[src/rtl/muldiv_sequencer.sv]
// Iterative HI/LO unit beside the Execute ALU: shift-add multiply, restoring divide,
// MTHI/MTLO/MFHI/MFLO handling and a stall request while an operation is in flight.
module muldiv_sequencer #(
  parameter int WIDTH = 32
) (
  input  logic             clk,
  input  logic             rst,
  input  logic             start,
  input  logic [5:0]       funct,
  input  logic [WIDTH-1:0] inputA,
  input  logic [WIDTH-1:0] inputB,
  input  logic             flush,
  output logic [WIDTH-1:0] hi,
  output logic [WIDTH-1:0] lo,
  output logic [WIDTH-1:0] mfOut,
  output logic             busy,
  output logic             stall,
  output logic             done
);

  localparam int CW = (WIDTH > 1) ? $clog2(WIDTH) : 1;

  localparam logic [5:0] F_MFHI  = 6'b010000;
  localparam logic [5:0] F_MTHI  = 6'b010001;
  localparam logic [5:0] F_MFLO  = 6'b010010;
  localparam logic [5:0] F_MTLO  = 6'b010011;
  localparam logic [5:0] F_MULT  = 6'b011000;
  localparam logic [5:0] F_MULTU = 6'b011001;
  localparam logic [5:0] F_DIV   = 6'b011010;
  localparam logic [5:0] F_DIVU  = 6'b011011;

  typedef enum logic [1:0] {
    S_IDLE,
    S_RUN,
    S_FIX
  } state_t;

  state_t             state_reg;
  logic [CW-1:0]      count_reg;
  logic [2*WIDTH-1:0] work_reg;
  logic [2*WIDTH-1:0] work_next;
  logic [WIDTH-1:0]   opnd_reg;
  logic [WIDTH-1:0]   hi_reg;
  logic [WIDTH-1:0]   lo_reg;
  logic               is_div_reg;
  logic               neg_main_reg;
  logic               neg_rem_reg;
  logic               dbz_reg;
  logic               busy_reg;
  logic               done_reg;

  // Request decode and operand magnitudes
  logic             is_muldiv;
  logic             is_hilo;
  logic             is_signed;
  logic             a_neg;
  logic             b_neg;
  logic [WIDTH-1:0] mag_a;
  logic [WIDTH-1:0] mag_b;

  always_comb begin
    is_muldiv = (funct == F_MULT) || (funct == F_MULTU) ||
                (funct == F_DIV)  || (funct == F_DIVU);
    is_hilo   = is_muldiv || (funct == F_MFHI) || (funct == F_MTHI) ||
                (funct == F_MFLO) || (funct == F_MTLO);
    is_signed = (funct == F_MULT) || (funct == F_DIV);
    a_neg     = is_signed && inputA[WIDTH-1];
    b_neg     = is_signed && inputB[WIDTH-1];
    mag_a     = a_neg ? -inputA : inputA;
    mag_b     = b_neg ? -inputB : inputB;
  end

  // One iteration step. work_reg holds {upper, lower}: for multiply the partial
  // product over the shifting multiplier, for divide the remainder over the quotient.
  logic [WIDTH:0]   shifted;
  logic [WIDTH:0]   mul_sum;
  logic [WIDTH-1:0] rem_sub;
  logic             can_sub;

  always_comb begin
    shifted = {work_reg[2*WIDTH-1:WIDTH], work_reg[WIDTH-1]};
    can_sub = shifted >= {1'b0, opnd_reg};
    rem_sub = shifted[WIDTH-1:0] - opnd_reg;
    mul_sum = {1'b0, work_reg[2*WIDTH-1:WIDTH]} +
              (work_reg[0] ? {1'b0, opnd_reg} : {(WIDTH+1){1'b0}});
    if (is_div_reg) begin
      work_next = can_sub ? {rem_sub, work_reg[WIDTH-2:0], 1'b1}
                          : {shifted[WIDTH-1:0], work_reg[WIDTH-2:0], 1'b0};
    end else begin
      work_next = {mul_sum, work_reg[WIDTH-1:1]};
    end
  end

  // Sign correction applied at writeback
  logic [2*WIDTH-1:0] prod_fix;
  logic [WIDTH-1:0]   quo_mag;
  logic [WIDTH-1:0]   rem_mag;
  logic [WIDTH-1:0]   res_hi;
  logic [WIDTH-1:0]   res_lo;

  always_comb begin
    prod_fix = neg_main_reg ? -work_reg : work_reg;
    quo_mag  = work_reg[WIDTH-1:0];
    rem_mag  = work_reg[2*WIDTH-1:WIDTH];
    if (is_div_reg) begin
      // With a zero divisor the remainder path reproduces the dividend, so hi = raw A.
      res_lo = dbz_reg ? {WIDTH{1'b1}} : (neg_main_reg ? -quo_mag : quo_mag);
      res_hi = neg_rem_reg ? -rem_mag : rem_mag;
    end else begin
      res_hi = prod_fix[2*WIDTH-1:WIDTH];
      res_lo = prod_fix[WIDTH-1:0];
    end
  end

  always_ff @(posedge clk) begin
    if (rst) begin
      state_reg    <= S_IDLE;
      count_reg    <= '0;
      work_reg     <= '0;
      opnd_reg     <= '0;
      hi_reg       <= '0;
      lo_reg       <= '0;
      is_div_reg   <= 1'b0;
      neg_main_reg <= 1'b0;
      neg_rem_reg  <= 1'b0;
      dbz_reg      <= 1'b0;
      busy_reg     <= 1'b0;
      done_reg     <= 1'b0;
    end else begin
      done_reg <= 1'b0;
      unique case (state_reg)
        S_IDLE: begin
          if (start && !flush) begin
            if (funct == F_MTHI) begin
              hi_reg <= inputA;
            end else if (funct == F_MTLO) begin
              lo_reg <= inputA;
            end else if (is_muldiv) begin
              // funct[1] separates DIV/DIVU from MULT/MULTU
              is_div_reg   <= funct[1];
              opnd_reg     <= funct[1] ? mag_b : mag_a;
              work_reg     <= {{WIDTH{1'b0}}, (funct[1] ? mag_a : mag_b)};
              neg_main_reg <= a_neg ^ b_neg;
              neg_rem_reg  <= a_neg;
              dbz_reg      <= (inputB == '0);
              count_reg    <= '0;
              busy_reg     <= 1'b1;
              state_reg    <= S_RUN;
            end
          end
        end
        S_RUN: begin
          if (flush) begin
            busy_reg  <= 1'b0;
            state_reg <= S_IDLE;
          end else begin
            work_reg  <= work_next;
            count_reg <= count_reg + CW'(1);
            if (count_reg == CW'(WIDTH-1)) begin
              state_reg <= S_FIX;
            end
          end
        end
        S_FIX: begin
          if (!flush) begin
            hi_reg   <= res_hi;
            lo_reg   <= res_lo;
            done_reg <= 1'b1;
          end
          busy_reg  <= 1'b0;
          state_reg <= S_IDLE;
        end
        default: begin
          busy_reg  <= 1'b0;
          state_reg <= S_IDLE;
        end
      endcase
    end
  end

  assign hi    = hi_reg;
  assign lo    = lo_reg;
  assign busy  = busy_reg;
  assign done  = done_reg;
  assign mfOut = (funct == F_MFHI) ? hi_reg : lo_reg;
  assign stall = start && is_hilo && (state_reg != S_IDLE);

endmodule

[config.mk]
export PLATFORM = sky130hd
export DESIGN_NAME = muldiv_sequencer
export DESIGN_NICKNAME = d
export VERILOG_FILES = /design/src/rtl/muldiv_sequencer.sv
export SDC_FILE = /design/constraint.sdc
export NUM_CORES = 1
export LEC_CHECK = 0
export CAP_MARGIN = 20
export CORE_AREA = 2 2 202 224
export CTS_CLUSTER_SIZE = 12
export DETAILED_ROUTE_END_ITERATION = 8
export DIE_AREA = 0 0 204 226
export HOLD_SLACK_MARGIN = 0.08
export SYNTH_ARGS = -nofsm -noshare
export SYNTH_HDL_FRONTEND = slang
export SYNTH_SLANG_ARGS = --single-unit
export TNS_END_PERCENT = 1
[constraint.sdc]
create_clock -name clk -period 6.8 [get_ports clk]
set_clock_uncertainty 0.1 [all_clocks]
set_input_delay 1.7 -clock clk [delete_from_list [all_inputs] [get_ports clk]]
set_output_delay 1.7 -clock clk [all_outputs]
set_load 0.01 [all_outputs]
==> results of run 1 <==
[layout make-up]
cell class	instances	share of cell area (%)
sequential	173	19.35
clock inverter	15	1.041
inverter	72	1.509
clock buffer	17	2.376
timing repair buffer	204	11.03
multi-input combinational	1696	60.64
tap	581	4.060
[metrics by stage]
| stage | util (%) | power [µW] | setup slack, ns |
|---|---|---|---|
| 5_1_grt | 40.71 | 2499 | 0.8307 |
| 2_1_floorplan | - | 1268 | 2.005 |
| 4_1_cts | 40.65 | 2433 | 0.9816 |
| 6_report | 40.71 | 2427 | 0.9870 |
| 3_5_place_dp | 39.26 | 1415 | 0.9911 |
| 3_3_place_gp | 39.26 | 1414 | 1.050 |
[worst max-delay path, delay by kind of cell]
family,cells,cell delay [ns]
and+or+nand+nor,3,0.75
buffers and inverters,3,1.24
muxes,1,0.29
[cells in the final DEF, fill, tap and decap left out, drive strengths merged, types with 17 or more instances in the layout]
master         synthesis  routed
nor3                  69      69
buf                   24      34
clkbuf               122      17
ha                    70      70
dfxtp                173     173
xnor2                112     112
nor2                 249     249
a21o                  35      35
a21oi                238     238
clkdlybuf4s50          0     170
inv                   70      79
nor4                  20      20
mux2i                 75      75
o21ai                128     128
o211ai                28      28
mux2                  35      35
o31ai                 19      19
xor2                  58      58
o221ai                24      24
nand2                219     219
nand3                 34      34
a211oi                47      47
[worst paths after layout]
path / end / slack [ns] / depth (start not counted) / from
max reg2reg: work_reg[62] / 2.34 / 14 / work_reg[0]
max: mfOut[22] / 0.99 / 7 / funct[4]
min: opnd_reg[22] / 0.35 / 2 / opnd_reg[22]
min reg2reg: opnd_reg[22] / 0.35 / 2 / opnd_reg[22]
[power breakdown]
part           switching [µW]  internal [µW]
sequential               10.4           1020
clock                     526            502
combinational             225            146
total                     762           1670
[layer usage]
metal / routed length, µm / up-vias
met4: 3081 / 2
met5: 14 / -
met2: 28590 / 646
li1: - / 7633
met1: 25110 / 7657
met3: 3438 / 136
[cells by family (layout without fill, tap and decap cells)]
| kind of cell | after synthesis | after routing | synth area share, % |
|---|---|---|---|
| buffers and inverters | 218 | 308 | 5.761 |
| xor gates and xnor gates | 170 | 170 | 9.821 |
| muxes | 110 | 110 | 7.551 |
| DFF | 173 | 173 | 22.84 |
| and+or+nand+nor | 709 | 709 | 21.77 |
| adders and majority gates | 72 | 72 | 6.041 |
| AOI/OAI and AO/OA | 635 | 635 | 26.21 |
==> flow_summary.toml, run 1 <==
[logic_synthesis]
synth_fp_nets = 2233
syn_inst = 2087
post-synth-top-area-fraction_pct = 22.84
synth-main-ff-cell = "sky130_fd_sc_hd__dfxtp_1"
synth_top_cell_by_area = "sky130_fd_sc_hd__dfxtp_1"
synth-edff-count = 0
yosysWarnings = 0
synth.yosys.seq_area_share_pct = 22.84
netlist-cell-type-count = 77
synth_seq_cells = 173
synth_commonest_cells = "sky130_fd_sc_hd__nor2_1, sky130_fd_sc_hd__a21oi_1, sky130_fd_sc_hd__nand2_1"
yosys-top-cells-area = "sky130_fd_sc_hd__dfxtp_1, sky130_fd_sc_hd__a21oi_1, sky130_fd_sc_hd__xnor2_1"
yosys.cell_count.top_type = "sky130_fd_sc_hd__nor2_1"
synth-async-reset-ratio_pct = 0
cell_area_synth_um2 = 15160
synth_area_per_cell_um2 = 7.264

[placement]
placed_cells_incl_taps = 2725
finalWeightedCongestion = 0.9512
placement.io_buffers = 172
post-dp-hpwl_um = 46440
area_after_dpl_um2 = 17270

[floorplanning]
die_width_um = 204
die-area_um2 = 46100
placement_rows = 81
floorplan.die.height_um = 226
top_level_ports = 173
initial_utilization_pct = 34.47
design.core.area_um2 = 43980

[global_routing]
met1_usage_pct = 32.28
grtUsageMet2_pct = 43.49
first_global_vias = 15130
grt_pass1_wl_um = 90680
groute.usage.overall_pct = 25.66
global_route.overflow_total = 0
antenna_found_initial = 1
grt_start_max_net_pins = 94
globalRouteMet3Util_pct = 2.713
busiest_metal_layer_after_global_routing = "met2"

[run]
max_cap_viol_count = 0

[routing]
drc = 0
routed_via_count = 16070
route.antenna.remaining_nets = 0
drt-vias-per-instance = 5.828
first_iter_violations = 1624
avgRoutedWirePerCell_um = 21.84
dr.pass1.iters = 6
drt_wl_total_um = 60230

[worst_setup_path]
crit_type = "in2out"
crit_top_cell = "sky130_fd_sc_hd__clkdlybuf4s50_1"
timing.critical_path.slowest_stage_cell = "sky130_fd_sc_hd__clkdlybuf4s50_1"
path_cells = "clkdlybuf4s50_1 -> nor3b_1 -> nor2b_1 -> nand2_1 -> buf_4 -> mux2_2 -> clkdlybuf4s50_1"
crit_path_start_kind = "primary input"
worstPathRequired_ns = 5.00
cp.arrival_ns = 4.01
critical_path.endpoint_type = "output pin"
cp_max_fo = 32
worst_path_largest_cell_delay_ns = 0.54

[clock_tree]
number_of_buffers_created_by_cts = 17
cts.root.buffer_cell = "sky130_fd_sc_hd__clkbuf_16"
cts_hold_buffers = 0
clk_pin_slew_worst_paths_ns = 0.08
ctsResizeCount = 0
cts.path.max_buffers = 2
cts_max_level = 4
cts.sinks = 173
clk-insertion-delay-late_ns = 0.47
clock_tree_from_tritoncts = "yes"
number_of_buffers_inserted_by_post_cts_setup_repair = 0

[layout]
final_layout_size_suffix_gt1_share_pct = 6.063
post-route-cell-area_um2 = 17910
multi_input_logic_area_um2 = 10860
largest_reg_flops = 64
layout.filler_cells = 4544
synthToLayoutAreaGrowth_pct = 18.12
finalNonFillerCells = 2758
layout.area.seq_um2 = 3465
n_antenna_cell = 0
layout.nets = 2310

[hold_path]
min_path_type = "reg2reg"

[sta]
grt_setup_unrepaired = "no"
worst-slew-pin-transition_ns = 1.024
final_hold_violation_count = 0
fin_worst_hold_slack_ns = 0.3543
relSlewSlack_pct = 31.76
setup_violations = 0
finalCriticalPeriod_ns = 5.813
finalMaxSlewViolations = 0
period_share_pct = 85.48
maxClockFrequency_mhz = 172.0
setup-tns-final_ns = 0

[run_status]
outcome = "complete, no violations"

[power]
power.density_cell_area_nw_per_um2 = 135.5
total_leakage_power_uw = 0.006956
power.ir.vdd_worst_mv = 0.1682
Power figures use the tool's default switching activity.
==> run 2, diff against run 1 <==
CTS_BUF_LIST = sky130_fd_sc_hd__clkbuf_4 sky130_fd_sc_hd__clkbuf_8   (was unset)
PLACE_DENSITY_LB_ADDON = 0.25   (was unset)
SLEW_MARGIN = 20   (was unset)
==> run 2 against run 1 <==
Effect of this change:
- clock-buffer cell count unchanged
- power down 10%
- utilization down 0.52 points
- clock power down 24%
- via count down 0.81%
- wire length about the same
- fmax down 0.99%
- sequential power about the same
- sequential share of layout area up 0.25 points
- combinational power about the same
- hold slack better by 0.0062 ns
- worst setup slack worse by 0.058 ns
==> flow_summary.toml, run 2 (same netlist as run 1, synthesis figures left out) <==
[run_status]
outcome = "complete, no violations"

[layout]
layout.nets = 2310
mostFrequentLayoutCell = "sky130_fd_sc_hd__nor2_1"
synthToLayoutAreaGrowth_pct = 16.61
largest_reg_flops = 64
mostFrequentLayoutCells = "sky130_fd_sc_hd__nor2_1, sky130_fd_sc_hd__a21oi_1, sky130_fd_sc_hd__nand2_1"
post-route-cell-area_um2 = 17680
n_antenna_cell = 0
final_layout_size_suffix_gt1_share_pct = 6.063
layout.filler_cells = 4697

[worst_setup_path]
cp_max_fo = 32
crit_top_cell = "sky130_fd_sc_hd__clkdlybuf4s50_1"
crit_type = "in2out"
timing.critical_path.slowest_stage_cell = "sky130_fd_sc_hd__clkdlybuf4s50_1"
cp.arrival_ns = 4.07
critical_path.endpoint_type = "output pin"
r2r-start = "work_reg[0]"
worst_reg2reg_path_endpoint = "work_reg[62]"
worstPathRequired_ns = 5.00
path_cells = "clkdlybuf4s50_1 -> nor3b_1 -> nor2b_1 -> nand2_1 -> buf_4 -> mux2_2 -> clkdlybuf4s50_1"
crit_path_start_kind = "primary input"
worst_path_largest_cell_delay_ns = 0.54
rrSetupSlack_ns = 2.01
ff2ff_path_depth = 14

[sta]
relSlewSlack_pct = 27.61
period_share_pct = 86.34
setup-tns-final_ns = 0
final_hold_violation_count = 0
fin_worst_hold_slack_ns = 0.3606
setup_violations = 0
worst-slew-pin-transition_ns = 1.086
grt_setup_unrepaired = "no"
finalMaxSlewViolations = 0
maxClockFrequency_mhz = 170.3
finalCriticalPeriod_ns = 5.871

[floorplanning]
top_level_ports = 173
die_width_um = 204
design.core.area_um2 = 43980
placement_rows = 81
initial_utilization_pct = 34.47
die-area_um2 = 46100
floorplan.die.height_um = 226

[placement]
area_after_dpl_um2 = 17280
post-dp-hpwl_um = 46650
placement.io_buffers = 172
finalWeightedCongestion = 0.9606

[global_routing]
grt_pass1_wl_um = 90550
global_route.overflow_total = 0
first_global_vias = 15130
antenna_found_initial = 1
grt_start_max_net_pins = 83
groute.usage.overall_pct = 25.65

[power]
share_comb_of_total_power_pct = 16.9
power.density_cell_area_nw_per_um2 = 123.2
power.ir.vdd_worst_mv = 0.1133
sequentialPowerShare_pct = 47.2
netSwitchingFraction_pct = 32.37
total_leakage_power_uw = 0.006851
p_int_uw = 1473
net-switching-power_uw = 705.0
clock_power_share_pct = 35.8

[clock_tree]
cts_hold_buffers = 0
cts.sinks = 173
ctsResizeCount = 0
clk-insertion-delay-late_ns = 0.52
number_of_buffers_created_by_cts = 17
clk_pin_slew_worst_paths_ns = 0.10
cts.root.buffer_cell = "sky130_fd_sc_hd__clkbuf_8"
cts_max_level = 4
clock_tree_from_tritoncts = "yes"
number_of_buffers_inserted_by_post_cts_setup_repair = 0
cts.path.max_buffers = 2

[routing]
avgRoutedWirePerCell_um = 21.82
first_iter_violations = 1286
drc = 0
route.antenna.remaining_nets = 0
drt-vias-per-instance = 5.781
routed_via_count = 15940
drt_wl_total_um = 60190
dr.pass1.iters = 5

[hold_path]
min_delay_path_depth = 2
worst_hold_path.endpoint = "opnd_reg[11]"
min_from = "opnd_reg[11]"
min_path_type = "reg2reg"

[run]
max_cap_viol_count = 0
==> run 2: stage by stage <==
stage	utilization, %	power, µW	std cells	worst slack [ns]
after floorplan	-	1268	2087	2.005
after global placement	39.28	1412	2726	1.008
after detailed placement	39.28	1414	2726	0.9221
after CTS	40.19	2186	2758	0.9177
after global routing	40.19	2258	2758	0.7815
final	40.19	2178	2758	0.9289
==> run 2: layout make-up <==
type,count,area [µm²],area share [%]
Timing Repair Buffer,204,1954,11.05
Clock buffer,17,234.0,1.323
Tap cell,581,726.9,4.112
Clock inverter,15,170.2,0.9625
Multi-Input combinational cell,1696,10860,61.42
Inverter,72,270.3,1.529
Sequential cell,173,3465,19.60
==> run 2: worst max-delay path by stage <==
stage | from | cells past startpoint | endpoint
2_1_floorplan | funct[2] | 5 | mfOut[10]
3_3_place_gp | funct[4] | 7 | mfOut[24]
3_5_place_dp | funct[4] | 7 | mfOut[20]
4_1_cts | funct[4] | 7 | mfOut[20]
5_1_grt | funct[4] | 7 | mfOut[9]
6_report | funct[4] | 7 | mfOut[20]
==> run 2: power by group through the flow <==
stage	Combinational, µW	Clock, µW	Sequential, µW
after global placement	361	0	1050
after floorplan	221	0	1050
final	369	780	1030
after detailed placement	361	0	1050
after global routing	393	834	1030
after CTS	363	793	1030
==> run 2: metal layers <==
metal  global-route usage [%]  vias to the layer above  routed length, µm
met5                        0                        -                 14
met4                    12.41                        2               2981
met3                    3.232                      127               3435
met2                    43.66                      615              28880
met1                    31.97                     7578              24880
li1                         -                     7622                  -
==> run 2: critical path: cells and delay by family <==
family | cells | cell delay, ns
buffers and inverters | 3 | 1.27
multiplexers | 1 | 0.28
AND/OR/NAND/NOR | 3 | 0.80
